File: src/rtl/fsk_mod_if.sv
// Transmit-side bundle for the FSK modulator: byte handshake in, symbol/carrier status out.
// The master drives the byte stream and the slave is the modulator.
interface fsk_mod_if #(
    parameter int DATA_BITS = 8
);
    logic [DATA_BITS-1:0] tx_data;
    logic                 tx_valid;
    logic                 tx_ready;
    logic                 busy;
    logic                 sym_out;
    logic                 fsk_out;

    modport master (
        output tx_data,
        output tx_valid,
        input  tx_ready,
        input  busy,
        input  sym_out,
        input  fsk_out
    );

    modport slave (
        input  tx_data,
        input  tx_valid,
        output tx_ready,
        output busy,
        output sym_out,
        output fsk_out
    );
endinterface

File: src/rtl/fsk_mod.sv
// Binary FSK modulator: frames a word UART-style (start, LSB-first data, stop) onto a square-wave carrier.
// Latency: first start-symbol cycle follows the accept edge; a frame lasts (DATA_BITS+2)*BAUD_DIV cycles.
// Backpressure: tx_ready is low from accept through the last stop cycle; tx_valid is ignored meanwhile.
module fsk_mod #(
    parameter int BAUD_DIV  = 64,
    parameter int HALF0     = 8,
    parameter int HALF1     = 4,
    parameter int DATA_BITS = 8
) (
    input  logic      clk,
    input  logic      rst,
    fsk_mod_if.slave  bus
);
    localparam int HMAX = (HALF0 > HALF1) ? HALF0 : HALF1;
    localparam int BCW  = $clog2(BAUD_DIV);
    localparam int HW   = (HMAX > 1) ? $clog2(HMAX) : 1;
    localparam int BW   = $clog2(DATA_BITS + 1);

    localparam logic [BCW-1:0] BAUD_LAST = BCW'(BAUD_DIV - 1);
    localparam logic [HW-1:0]  H0_LAST   = HW'(HALF0 - 1);
    localparam logic [HW-1:0]  H1_LAST   = HW'(HALF1 - 1);
    localparam logic [BW-1:0]  BIT_LAST  = BW'(DATA_BITS - 1);

    typedef enum logic [1:0] {IDLE, START, DATA, STOP} state_t;

    state_t               state_q;
    state_t               state_d;
    logic [BCW-1:0]       baud_cnt;
    logic [HW-1:0]        half_cnt;
    logic [BW-1:0]        bit_idx;
    logic [DATA_BITS-1:0] shreg;
    logic                 tx_ready_q;
    logic                 busy_q;
    logic                 fsk_q;

    logic accept;
    logic sym_end;
    logic sym;
    logic toggle;

    always_comb begin
        state_d = state_q;
        sym     = 1'b1;
        accept  = bus.tx_valid && tx_ready_q;
        sym_end = (state_q != IDLE) && (baud_cnt == BAUD_LAST);
        unique case (state_q)
            IDLE: begin
                if (accept) state_d = START;
            end
            START: begin
                sym = 1'b0;
                if (sym_end) state_d = DATA;
            end
            DATA: begin
                sym = shreg[0];
                if (sym_end && (bit_idx == BIT_LAST)) state_d = STOP;
            end
            STOP: begin
                if (sym_end) state_d = IDLE;
            end
            default: state_d = IDLE;
        endcase
        // Toggle decision uses the half-period of the symbol currently on the line.
        toggle = (half_cnt >= (sym ? H1_LAST : H0_LAST));
    end

    always_ff @(posedge clk) begin
        if (rst) begin
            state_q    <= IDLE;
            baud_cnt   <= '0;
            half_cnt   <= '0;
            bit_idx    <= '0;
            shreg      <= '0;
            tx_ready_q <= 1'b0;
            busy_q     <= 1'b0;
            fsk_q      <= 1'b0;
        end else begin
            state_q    <= state_d;
            tx_ready_q <= (state_d == IDLE);
            busy_q     <= (state_d != IDLE);

            if (accept)
                shreg <= bus.tx_data;
            else if ((state_q == DATA) && sym_end)
                shreg <= shreg >> 1;

            if ((state_q == IDLE) || sym_end)
                baud_cnt <= '0;
            else
                baud_cnt <= baud_cnt + 1'b1;

            if (state_q == START)
                bit_idx <= '0;
            else if ((state_q == DATA) && sym_end)
                bit_idx <= bit_idx + 1'b1;

            // Phase restarts at each symbol, but the output level is carried across.
            fsk_q <= fsk_q ^ toggle;
            if (accept || sym_end || toggle)
                half_cnt <= '0;
            else
                half_cnt <= half_cnt + 1'b1;
        end
    end

    assign bus.tx_ready = tx_ready_q;
    assign bus.busy     = busy_q;
    assign bus.sym_out  = sym;
    assign bus.fsk_out  = fsk_q;
endmodule
File: src/flat_wrapper.sv
// flat-port wrapper written by rule: the top's interface ports become plain ports
module fsk_mod_flat 
#(
    parameter int BAUD_DIV  = 64,
    parameter int HALF0     = 8,
    parameter int HALF1     = 4,
    parameter int DATA_BITS = 8
)
  (clk, rst, bus_tx_data, bus_tx_valid, bus_tx_ready, bus_busy, bus_sym_out, bus_fsk_out);
  fsk_mod_if #(.DATA_BITS(DATA_BITS)) bus_i ();
  input  logic clk;
  input  logic rst;
  input wire logic [$bits(bus_i.tx_data)-1:0] bus_tx_data;
  input wire logic [$bits(bus_i.tx_valid)-1:0] bus_tx_valid;
  output wire logic [$bits(bus_i.tx_ready)-1:0] bus_tx_ready;
  output wire logic [$bits(bus_i.busy)-1:0] bus_busy;
  output wire logic [$bits(bus_i.sym_out)-1:0] bus_sym_out;
  output wire logic [$bits(bus_i.fsk_out)-1:0] bus_fsk_out;
  assign bus_i.tx_data = bus_tx_data;
  assign bus_i.tx_valid = bus_tx_valid;
  assign bus_tx_ready = bus_i.tx_ready;
  assign bus_busy = bus_i.busy;
  assign bus_sym_out = bus_i.sym_out;
  assign bus_fsk_out = bus_i.fsk_out;
  fsk_mod #(.BAUD_DIV(BAUD_DIV), .HALF0(HALF0), .HALF1(HALF1), .DATA_BITS(DATA_BITS)) u_core (.clk(clk), .rst(rst), .bus(bus_i));
endmodule
File: config.mk
export PLATFORM = sky130hd
export DESIGN_NAME = fsk_mod_flat
export DESIGN_NICKNAME = d
export VERILOG_FILES = /design/src/rtl/fsk_mod_if.sv /design/src/rtl/fsk_mod.sv /design/src/flat_wrapper.sv
export SDC_FILE = /design/constraint.sdc
export NUM_CORES = 1
export LEC_CHECK = 0
export ABC_AREA = 1
export BUFFER_PORTS_ARGS = -buffer_cell sky130_fd_sc_hd__buf_2
export CORE_MARGIN = 5
export CORE_UTILIZATION = 50
export CTS_CLUSTER_SIZE = 8
export DETAILED_ROUTE_END_ITERATION = 8
export GPL_TIMING_DRIVEN = 0
export PLACE_DENSITY = 0.7
export SETUP_SLACK_MARGIN = 0.02
export SYNTH_ARGS = -nofsm -noshare
export SYNTH_HDL_FRONTEND = slang
export SYNTH_SLANG_ARGS = --single-unit
File: constraint.sdc
create_clock -name clk -period 2.1 [get_ports clk]
set_input_delay 0.315 -clock clk [delete_from_list [all_inputs] [get_ports clk]]
set_output_delay 0.315 -clock clk [all_outputs]
set_load 0.03 [all_outputs]
==> results.sh, run 1 <==
export IMPL_outcome="finished clean"
export IMPL_r2r_end="u_core.half_cnt[2]$_SDFF_PP0_"
export IMPL_fin_util_pct=59.38
export IMPL_gp_congestion=0.7363
export IMPL_cts_htree_levels=1
export IMPL_die_area_um2=3506
export IMPL_clock_path_buffers=2
export IMPL_cp_max_fo=3
export IMPL_cts_sinks=26
export IMPL_slew_violations=0
export IMPL_crit_required_ns=2.35
export IMPL_final_cell_mix="nand2_1 (44), dfxtp_1 (26), inv_1 (15)"
export IMPL_r2r_start="u_core.state_q[1]$_SDFF_PP0_"
export IMPL_end_kind="register"
export IMPL_grt_pass1_wl_um=3801
export IMPL_hpwl_um=1747
export IMPL_cts_resized_gates=0
export IMPL_crit_type="reg2reg"
export IMPL_grt_max_degree=14
export IMPL_crit_path_frequent_cell="inv_1"
export IMPL_hold_depth=3
export IMPL_cts_setup_buffers=0
export IMPL_rsz0062_at_grt="false"
export IMPL_synth_seq_cells=26
export IMPL_coreArea_um2=2255
export IMPL_place_area_um2=1316
export IMPL_numPortBuffers=14
export IMPL_wire_per_inst_um=11.14
export IMPL_start_util_pct=53.72
export IMPL_firstDrtPassIters=4
export IMPL_vias=1014
export IMPL_synth_area_per_cell_um2=7.814
export IMPL_post_route_period_util_pct=84.16
export IMPL_fin_area_um2=1339
export IMPL_worstHoldPathType="in2reg"
export IMPL_clock_root_buffer="clkbuf_4"
export IMPL_cts_buffers=3
export IMPL_drc_errors=0
export IMPL_power_density_nw_per_um2=635.3
export IMPL_tightest_slew_ns=0.2724
export IMPL_cp_cell_sequence="inv_1 -> nor2_4 -> inv_1 -> o21ai_0 -> inv_1 -> ha_1 -> nand3_1 -> nand3b_1 -> nor2_1 -> nand3_1 -> nor2_1"
export IMPL_yosys_warnings=0
export IMPL_drive_above_1_share_pct=18.02
export IMPL_initialDrtViolationCount=46
export IMPL_die_y_um=59.22
export IMPL_antenna_cells=0
export IMPL_area_growth_pct=10.54
export IMPL_gr_total_overflow=0
export IMPL_worstSetupStartpoint="u_core.state_q[1]$_SDFF_PP0_"
export IMPL_arrival_ns=2.02
export IMPL_leakage_nw=0.5233
export IMPL_hold_ws_ns=0.2466
export IMPL_synth_fp_nets=170
export IMPL_grt_pass1_vias=976
export IMPL_drv_cap=0
export IMPL_rrSetupSlack_ns=0.33
export IMPL_grtUsageTotal_pct=13.66
export IMPL_clk_latency_ns=0.30
export IMPL_final_common_cell="nand2_1"
export IMPL_path_clk_slew_ns=0.13
export IMPL_antenna_found_initial=0
export IMPL_cts_tree="done"
export IMPL_hold_viol_final=0
export IMPL_drt_wl_total_um=2228
export IMPL_min_to="u_core.shreg[7]$_SDFFE_PP0P_"
export IMPL_ff2ff_path_depth=11
export IMPL_syn_area_um2=1211
export IMPL_clock_skew_final_ns=0.0007435
export IMPL_min_period_ns=1.767
export IMPL_ant_nets=0
export IMPL_ctsHoldBuffers=0
export IMPL_cpMaxStageDelayCell="dfxtp_1"
export IMPL_syn_inst=155
export IMPL_nets=189
export IMPL_die_w_um=59.22
export IMPL_ioPinCount=15
export IMPL_power_w=0.0008505
export IMPL_crit_path_start_kind="register"
export IMPL_max_freq_mhz=565.8
export IMPL_synth_seq_area_share_pct=42.98
export IMPL_slowest_delay_ns=0.34
export IMPL_min_delay_start="bus_tx_data[7]"
export IMPL_setup_viol=0
export IMPL_relSlewSlack_pct=81.73
export IMPL_viasPerCell=5.070
export IMPL_rows=17
export IMPL_ys_types=24
export IMPL_timing_setup_tns_ns=0
export IMPL_ir_drop_mv=0.5422
[how the worst max path moves through the flow]
| stage | endpoint | slack (ns) | cells past startpoint |
|---|---|---|---|
| floorplan | u_core.half_cnt[0]$_SDFF_PP0_ | 0.42 | 11 |
| global placement | u_core.half_cnt[2]$_SDFF_PP0_ | 0.40 | 11 |
| detailed placement | u_core.half_cnt[2]$_SDFF_PP0_ | 0.36 | 11 |
| CTS | u_core.half_cnt[2]$_SDFF_PP0_ | 0.33 | 11 |
| global route | u_core.half_cnt[2]$_SDFF_PP0_ | 0.17 | 11 |
| finish | u_core.half_cnt[2]$_SDFF_PP0_ | 0.33 | 11 |
[cell type report]
class                   instances  area [um2]
clock buffers                   3       22.52
well taps                      28       35.03
multi-input cells             111       619.3
flip-flops and latches         26       520.5
plain buffers                   1       7.507
fillers                       219       915.9
repair buffers                 14       70.07
inverters                      17       63.81
[synthesized netlist by cell type, drive strengths merged]
cell type | instances | area, um2
a21oi | 15 | 78.83
o21ai | 3 | 15.01
nand3b | 1 | 7.510
clkinv | 1 | 3.750
xnor2 | 1 | 8.760
ha | 4 | 50.05
nand4 | 1 | 6.260
o21bai | 1 | 7.510
nor3b | 1 | 7.510
nor2 | 19 | 108.9
xor2 | 2 | 17.52
nand2 | 47 | 188.9
o21a | 8 | 60.06
inv | 16 | 60.05
dfxtp | 26 | 520.5
buf | 1 | 7.510
nand3 | 8 | 62.56
[metal layers]
| layer | up-vias | routed length (um) | global-route usage, % |
|---|---|---|---|
| met5 | - | 0 | 0 |
| met4 | 0 | 11 | 3.883 |
| met3 | 2 | 130 | 2.397 |
| met2 | 27 | 1016 | 24.02 |
| met1 | 450 | 1070 | 16.87 |
| li1 | 535 | - | - |
[power breakdown]
part	total [W]	internal [W]	switching, W	leakage [nW]
clock network	0.000201	0.0000669	0.000134	0.0138
logic	0.000117	0.0000428	0.0000738	0.298
registers	0.000533	0.000518	0.0000155	0.211
total	0.000851	0.000627	0.000223	0.523
[metrics by stage]
stage | worst slack, ns | std cells
after global placement | 0.3957 | 197
after floorplan | 0.4151 | 155
final | 0.3327 | 200
after CTS | 0.3285 | 200
after global routing | 0.1677 | 200
after detailed placement | 0.3623 | 197
[cell families (layout without fill, tap and decap cells)]
family          after synthesis  after routing  share of synthesized area (%)
compound gates               27             27                          13.33
xor+xnor                      3              3                          2.170
simple gates                 77             77                          31.51
flops                        26             26                          42.98
fa+ha+maj                     4              4                          4.132
buf+inv                      18             35                          5.888
[critical path: cells and delay by family, from the launching register on]
family	cells	cell delay (ns)
simple gates	6	0.64
compound gates	1	0.15
flops	1	0.34
fa+ha+maj	1	0.29
buf+inv	3	0.28
[state kept, by name, indices dropped and copies added, names as in the netlist]
signal	count
u_core.bus.tx_ready	1
u_core.baud_cnt	6
u_core.bit_idx	4
u_core.shreg	8
u_core.half_cnt	3
u_core.state_q	2
u_core.bus.busy	1
u_core.bus.fsk_out	1
(Power assumes the default switching activity.)
==> inputs of run 2 (changes only) <==
- clock period: 2.1 -> 1.8 ns (I/O delays scaled with it)
==> run 2 against run 1 <==
Against the previous run:
- worst setup slack worse by 0.24 ns
- hold slack worse by 0.045 ns
- cell count is 1.0% higher
- clock skew is 0.0027 ns higher
- utilization is 1.7 points higher
- first-iteration DRC count is 30% lower
- flip-flop and latch count stayed put
- register-to-register slack worse by 0.22 ns
- largest power group unchanged
- design area is 2.9% higher
- clock-buffer cell count stayed put
- routed wire length is 3.9% higher
- die area stayed put
==> results.sh, run 2 (synthesis results as in run 1) <==
export IMPL_clock_path_buffers=2
export IMPL_viasPerCell=4.975
export IMPL_wire_per_inst_um=11.47
export IMPL_antenna_found_initial=0
export IMPL_ant_nets=0
export IMPL_clock_skew_final_ns=0.003490
export IMPL_path_clk_slew_ns=0.13
export IMPL_drt_wl_total_um=2316
export IMPL_numPortBuffers=14
export IMPL_arrival_ns=1.44
export IMPL_end_kind="output port"
export IMPL_crit_path_frequent_cell="inv_2"
export IMPL_post_route_period_util_pct=94.82
export IMPL_cts_sinks=26
export IMPL_drive_above_1_share_pct=22.99
export IMPL_tightest_slew_ns=0.2917
export IMPL_grtUsageMet2_pct=24.02
export IMPL_reg_top3="u_core.shreg: 8 flops, u_core.baud_cnt: 6 flops, u_core.bit_idx: 4 flops"
export IMPL_setup_viol=0
export IMPL_cts_htree_levels=1
export IMPL_start_util_pct=53.72
export IMPL_area_growth_pct=13.74
export IMPL_relSlewSlack_pct=80.44
export IMPL_final_common_cell="nand2_1"
export IMPL_slowest_delay_ns=0.35
export IMPL_largest_reg_flops=8
export IMPL_grt_pass1_wl_um=3801
export IMPL_clk_latency_ns=0.31
export IMPL_outcome="finished clean"
export IMPL_crit_required_ns=1.53
export IMPL_drv_cap=0
export IMPL_firstDrtPassIters=4
export IMPL_hold_viol_final=0
export IMPL_hpwl_um=1747
export IMPL_regMostFlops="u_core.shreg"
export IMPL_leakage_nw=0.5368
export IMPL_rsz0062_at_grt="false"
export IMPL_multiInputGateArea_um2=641.9
export IMPL_max_freq_mhz=585.9
export IMPL_crit_type="reg2out"
export IMPL_gr_total_overflow=0
export IMPL_power_density_nw_per_um2=730.4
export IMPL_drc_errors=0
export IMPL_fillers=218
export IMPL_cpMaxStageDelayCell="dfxtp_2"
export IMPL_slew_violations=0
export IMPL_fin_util_pct=61.10
export IMPL_grt_max_degree=14
export IMPL_die_w_um=59.22
export IMPL_clock_root_buffer="clkbuf_4"
export IMPL_vias=1005
export IMPL_worst_path_buf_inv=5
export IMPL_antenna_cells=0
export IMPL_cts_buffers=3
export IMPL_cts_tree="done"
export IMPL_rows=17
export IMPL_ir_drop_mv=0.6251
export IMPL_final_cell_mix="nand2_1 (44), dfxtp_1 (25), a21oi_1 (14), buf_2 (14), inv_1 (13)"
export IMPL_nets=191
export IMPL_grtUsageTotal_pct=13.66
export IMPL_gp_congestion=0.7363
export IMPL_timing_setup_tns_ns=0
export IMPL_die_area_um2=3506
export IMPL_cp_cell_sequence="inv_2 -> nor2_4 -> inv_2 -> o21ai_0 -> inv_1 -> buf_4 -> buf_2"
export IMPL_grt_busiest_layer="met2"
export IMPL_path_delay_family="buffers and inverters"
export IMPL_coreArea_um2=2255
export IMPL_grt_pass1_vias=976
export IMPL_crit_path_start_kind="register"
export IMPL_cp_max_fo=3
export IMPL_regArea_um2=521.8
export IMPL_use_met3_pct=2.397
export IMPL_ioPinCount=15
export IMPL_min_period_ns=1.707
export IMPL_worstHoldPathType="in2reg"
export IMPL_use_met1_pct=16.87
export IMPL_initialDrtViolationCount=32
export IMPL_die_y_um=59.22
run 2: worst paths after layout:
| path | cells after the start | to | slack [ns] | from |
|---|---|---|---|---|
| worst max-delay path | 7 | bus_sym_out | 0.09 | u_core.state_q[1]$_SDFF_PP0_ |
| worst max register to register | 11 | u_core.half_cnt[1]$_SDFF_PP0_ | 0.11 | u_core.state_q[1]$_SDFF_PP0_ |
| worst min-delay path | 3 | u_core.shreg[7]$_SDFFE_PP0P_ | 0.20 | bus_tx_data[7] |
| worst min register to register | 1 | u_core.bus.fsk_out$_SDFF_PP0_ | 0.45 | u_core.bus.fsk_out$_SDFF_PP0_ |
run 2: repair_timing:
action	in CTS	in global routing
endpoints found under the setup margin	0	4
setup buffers	0	2
hold endpoints to repair	0	0
resized for setup	0	7
hold buffers	0	0
run 2: tightest hold or removal path: stages:
cell	delay, ns
buf_2	0.09
nand2_1	0.05
a21oi_1	0.05
run 2: metrics by stage:
stage	power (W)	instance area, um2	hold WS, ns	setup WS [ns]	cells
floorplan	0.0007291	1211	0.4179	0.1151	155
global placement	0.0007657	1316	0.4306	0.09572	197
detailed placement	0.0007720	1316	0.4374	0.06226	197
CTS	0.001001	1339	0.2028	0.02849	200
global route	0.001057	1378	0.1988	0.02494	202
finish	0.001006	1378	0.2020	0.09318	202
run 2: layer usage:
| layer | part of all wire, % | vias up |
|---|---|---|
| li1 | - | 540 |
| met1 | 48 | 438 |
| met2 | 46 | 25 |
| met3 | 5.1 | 2 |
| met4 | 0.47 | 0 |
| met5 | 0 | - |
run 2: area by class of cell:
cell class                      instances  area share (%)
Inverter                               17           4.632
Tap cell                               28           2.543
Sequential cell                        26           37.87
Buffer                                  1          0.5450
Multi-Input combinational cell        111           46.59
Timing Repair Buffer                   16           6.176
Clock buffer                            3           1.635
run 2: power breakdown:
| part | switching, W | leakage, nW | total (W) | internal (W) |
|---|---|---|---|---|
| Clock | 0.000158 | 0.0138 | 0.000236 | 0.0000781 |
| Sequential | 0.0000186 | 0.212 | 0.000622 | 0.000604 |
| Combinational | 0.0000920 | 0.311 | 0.000148 | 0.0000558 |
| Total | 0.000269 | 0.537 | 0.00101 | 0.000738 |
==> inputs of run 3 (changes only) <==
- REMOVE_ABC_BUFFERS: not set -> 1
==> run 3 against run 2 <==
Against the previous run:
- register-to-register slack lost 0.04 ns
- hold slack gained 0.0035 ns
- clock power grew 21%
- non-clock buffer count shrank 1
- cell count is the same
- sequential share of layout area grew 0.24 points
- first-iteration DRC count shrank 31%
- largest cell class unchanged
==> results.sh, run 3 (synthesis results as in run 1) <==
export IMPL_hold_viol_final=0
export IMPL_r2r_end="u_core.bus.fsk_out$_SDFF_PP0_"
export IMPL_cp_endpoint="u_core.bus.fsk_out$_SDFF_PP0_"
export IMPL_die_area_um2=3506
export IMPL_drc_errors=0
export IMPL_drv_cap=0
export IMPL_outcome="finished clean"
export IMPL_r2r_start="u_core.state_q[1]$_SDFF_PP0_"
export IMPL_antenna_cells=0
export IMPL_drt_wl_total_um=2163
export IMPL_end_kind="register"
export IMPL_leakage_nw=0.5405
export IMPL_grt_pass1_wl_um=3581
export IMPL_worstSetupStartpoint="u_core.state_q[1]$_SDFF_PP0_"
export IMPL_cts_sinks=26
export IMPL_min_period_ns=1.728
export IMPL_max_freq_mhz=578.8
export IMPL_clock_skew_final_ns=0.004309
export IMPL_ctsHoldBuffers=0
export IMPL_ioPinCount=15
export IMPL_hpwl_um=1592
export IMPL_start_util_pct=53.72
export IMPL_ff2ff_path_depth=11
export IMPL_largest_reg_flops=8
export IMPL_clkPwrFrac_pct=27.2
export IMPL_final_common_cell="nand2_1"
export IMPL_fin_util_pct=60.71
export IMPL_drive_above_1_share_pct=21.26
export IMPL_viasPerCell=4.891
export IMPL_cts_tree="done"
export IMPL_crit_type="reg2reg"
export IMPL_crit_required_ns=2.02
export IMPL_grt_max_degree=15
export IMPL_rows=17
export IMPL_nets=190
export IMPL_power_switching_w=0.0002692
export IMPL_arrival_ns=1.95
export IMPL_clock_path_buffers=2
export IMPL_layout_cells_non_filler=202
export IMPL_grt_pass1_vias=888
export IMPL_crit_path_start_kind="register"
export IMPL_final_cell_mix="nand2_1 (44), dfxtp_1 (25), inv_1 (14), a21oi_1 (14), buf_2 (14)"
export IMPL_initialDrtViolationCount=22
export IMPL_cp_max_fo=3
export IMPL_numPortBuffers=14
export IMPL_gp_congestion=0.7512
export IMPL_pwr_share_seq_pct=59.1
export IMPL_firstDrtPassIters=4
export IMPL_rrSetupSlack_ns=0.07
export IMPL_die_w_um=59.22
export IMPL_regMostFlops="u_core.shreg"
export IMPL_antenna_found_initial=0
export IMPL_vias=988
export IMPL_worstHoldPathType="in2reg"
export IMPL_clock_root_buffer="clkbuf_4"
export IMPL_slew_violations=0
export IMPL_path_clk_slew_ns=0.13
export IMPL_p_comb_share_pct=13.7
export IMPL_clk_latency_ns=0.31
export IMPL_setup_viol=0
export IMPL_coreArea_um2=2255
export IMPL_internal_power_w=0.0007822
export IMPL_ir_drop_mv=0.5110
export IMPL_placedCellCount=196
export IMPL_gr_total_overflow=0
export IMPL_power_density_nw_per_um2=768.1
export IMPL_ant_nets=0
export IMPL_tightest_slew_ns=0.2785
export IMPL_cts_htree_levels=1
export IMPL_swShare_pct=25.60
export IMPL_reg_top3="u_core.shreg: 8 flops, u_core.baud_cnt: 6 flops, u_core.bit_idx: 4 flops"
export IMPL_die_y_um=59.22
export IMPL_relSlewSlack_pct=81.32
export IMPL_wire_per_inst_um=10.71
export IMPL_post_route_period_util_pct=95.99
export IMPL_cts_buffers=3
export IMPL_grtUsageTotal_pct=12.99
export IMPL_fillers=202
export IMPL_area_growth_pct=13.02
[run 3: cell types whose count changed in the layout (fill, tap and decap cells not counted), sizes merged]
| cell | change |
|---|---|
| clkbuf | +1 |
| buf | -1 |
[run 3: cell type report]
cell class | count | area, um2 | area share (%)
Clock buffer | 4 | 36.28 | 2.651
Tap cell | 28 | 35.03 | 2.559
Timing Repair Buffer | 16 | 85.08 | 6.216
Multi-Input combinational cell | 111 | 626.9 | 45.80
Sequential cell | 26 | 521.8 | 38.12
Inverter | 17 | 63.81 | 4.662
[run 3: timing repair]
item / 4_1_cts / 5_1_grt
setup buffers: 0 / 2
pin swaps: 0 / 5
setup endpoints to repair: 2 / 3
resized for setup: 1 / 4
[run 3: how the worst min path moves through the flow]
stage	endpoint	slack [ns]	cells after the start	from
after floorplan	u_core.shreg[0]$_SDFFE_PP0P_	0.34	1	rst
after global placement	u_core.half_cnt[0]$_SDFF_PP0_	0.43	1	u_core.half_cnt[0]$_SDFF_PP0_
after detailed placement	u_core.bus.fsk_out$_SDFF_PP0_	0.43	1	u_core.bus.fsk_out$_SDFF_PP0_
after CTS	u_core.shreg[7]$_SDFFE_PP0P_	0.20	3	bus_tx_data[7]
after global routing	u_core.shreg[7]$_SDFFE_PP0P_	0.21	3	bus_tx_data[7]
final	u_core.shreg[7]$_SDFFE_PP0P_	0.21	3	bus_tx_data[7]
[run 3: power by group through the flow]
| stage | sequential [W] | clock (W) | combinational, W |
|---|---|---|---|
| floorplan | 0.000647 | 0 | 0.0000784 |
| global placement | 0.000633 | 0 | 0.000130 |
| detailed placement | 0.000634 | 0 | 0.000134 |
| CTS | 0.000622 | 0.000296 | 0.000135 |
| global route | 0.000626 | 0.000322 | 0.000160 |
| finish | 0.000621 | 0.000286 | 0.000144 |
[run 3: routing by layer]
metal,track usage (%),routed length (um),up-vias
met5,0,0,-
met2,22.00,1074,8
met3,2.614,68,2
met1,16.05,1007,442
li1,-,-,536
met4,4.854,12,0
[run 3: critical path, stage by stage, from the launching register on]
cell and delay [ns]:
dfxtp_2 0.35, inv_1 0.07, nor2_4 0.12, inv_2 0.06, o21ai_1 0.12, inv_1 0.07
ha_1 0.30, nand2_1 0.09, nand3b_1 0.11, buf_4 0.15, o21ai_0 0.14, a21oi_1 0.05
[run 3: metrics by stage]
step                      area (um2)  TNS, ns  hold WS (ns)  setup WS (ns)  power (W)
final                           1369        0        0.2056        0.07214   0.001051
after global routing            1369  -0.1413        0.2068       -0.05006   0.001108
after CTS                       1345        0        0.2040        0.05675   0.001052
after detailed placement        1309        0        0.4337        0.04090  0.0007681
after global placement          1309        0        0.4289        0.06971  0.0007631
after floorplan                 1204        0        0.3391         0.1151  0.0007255
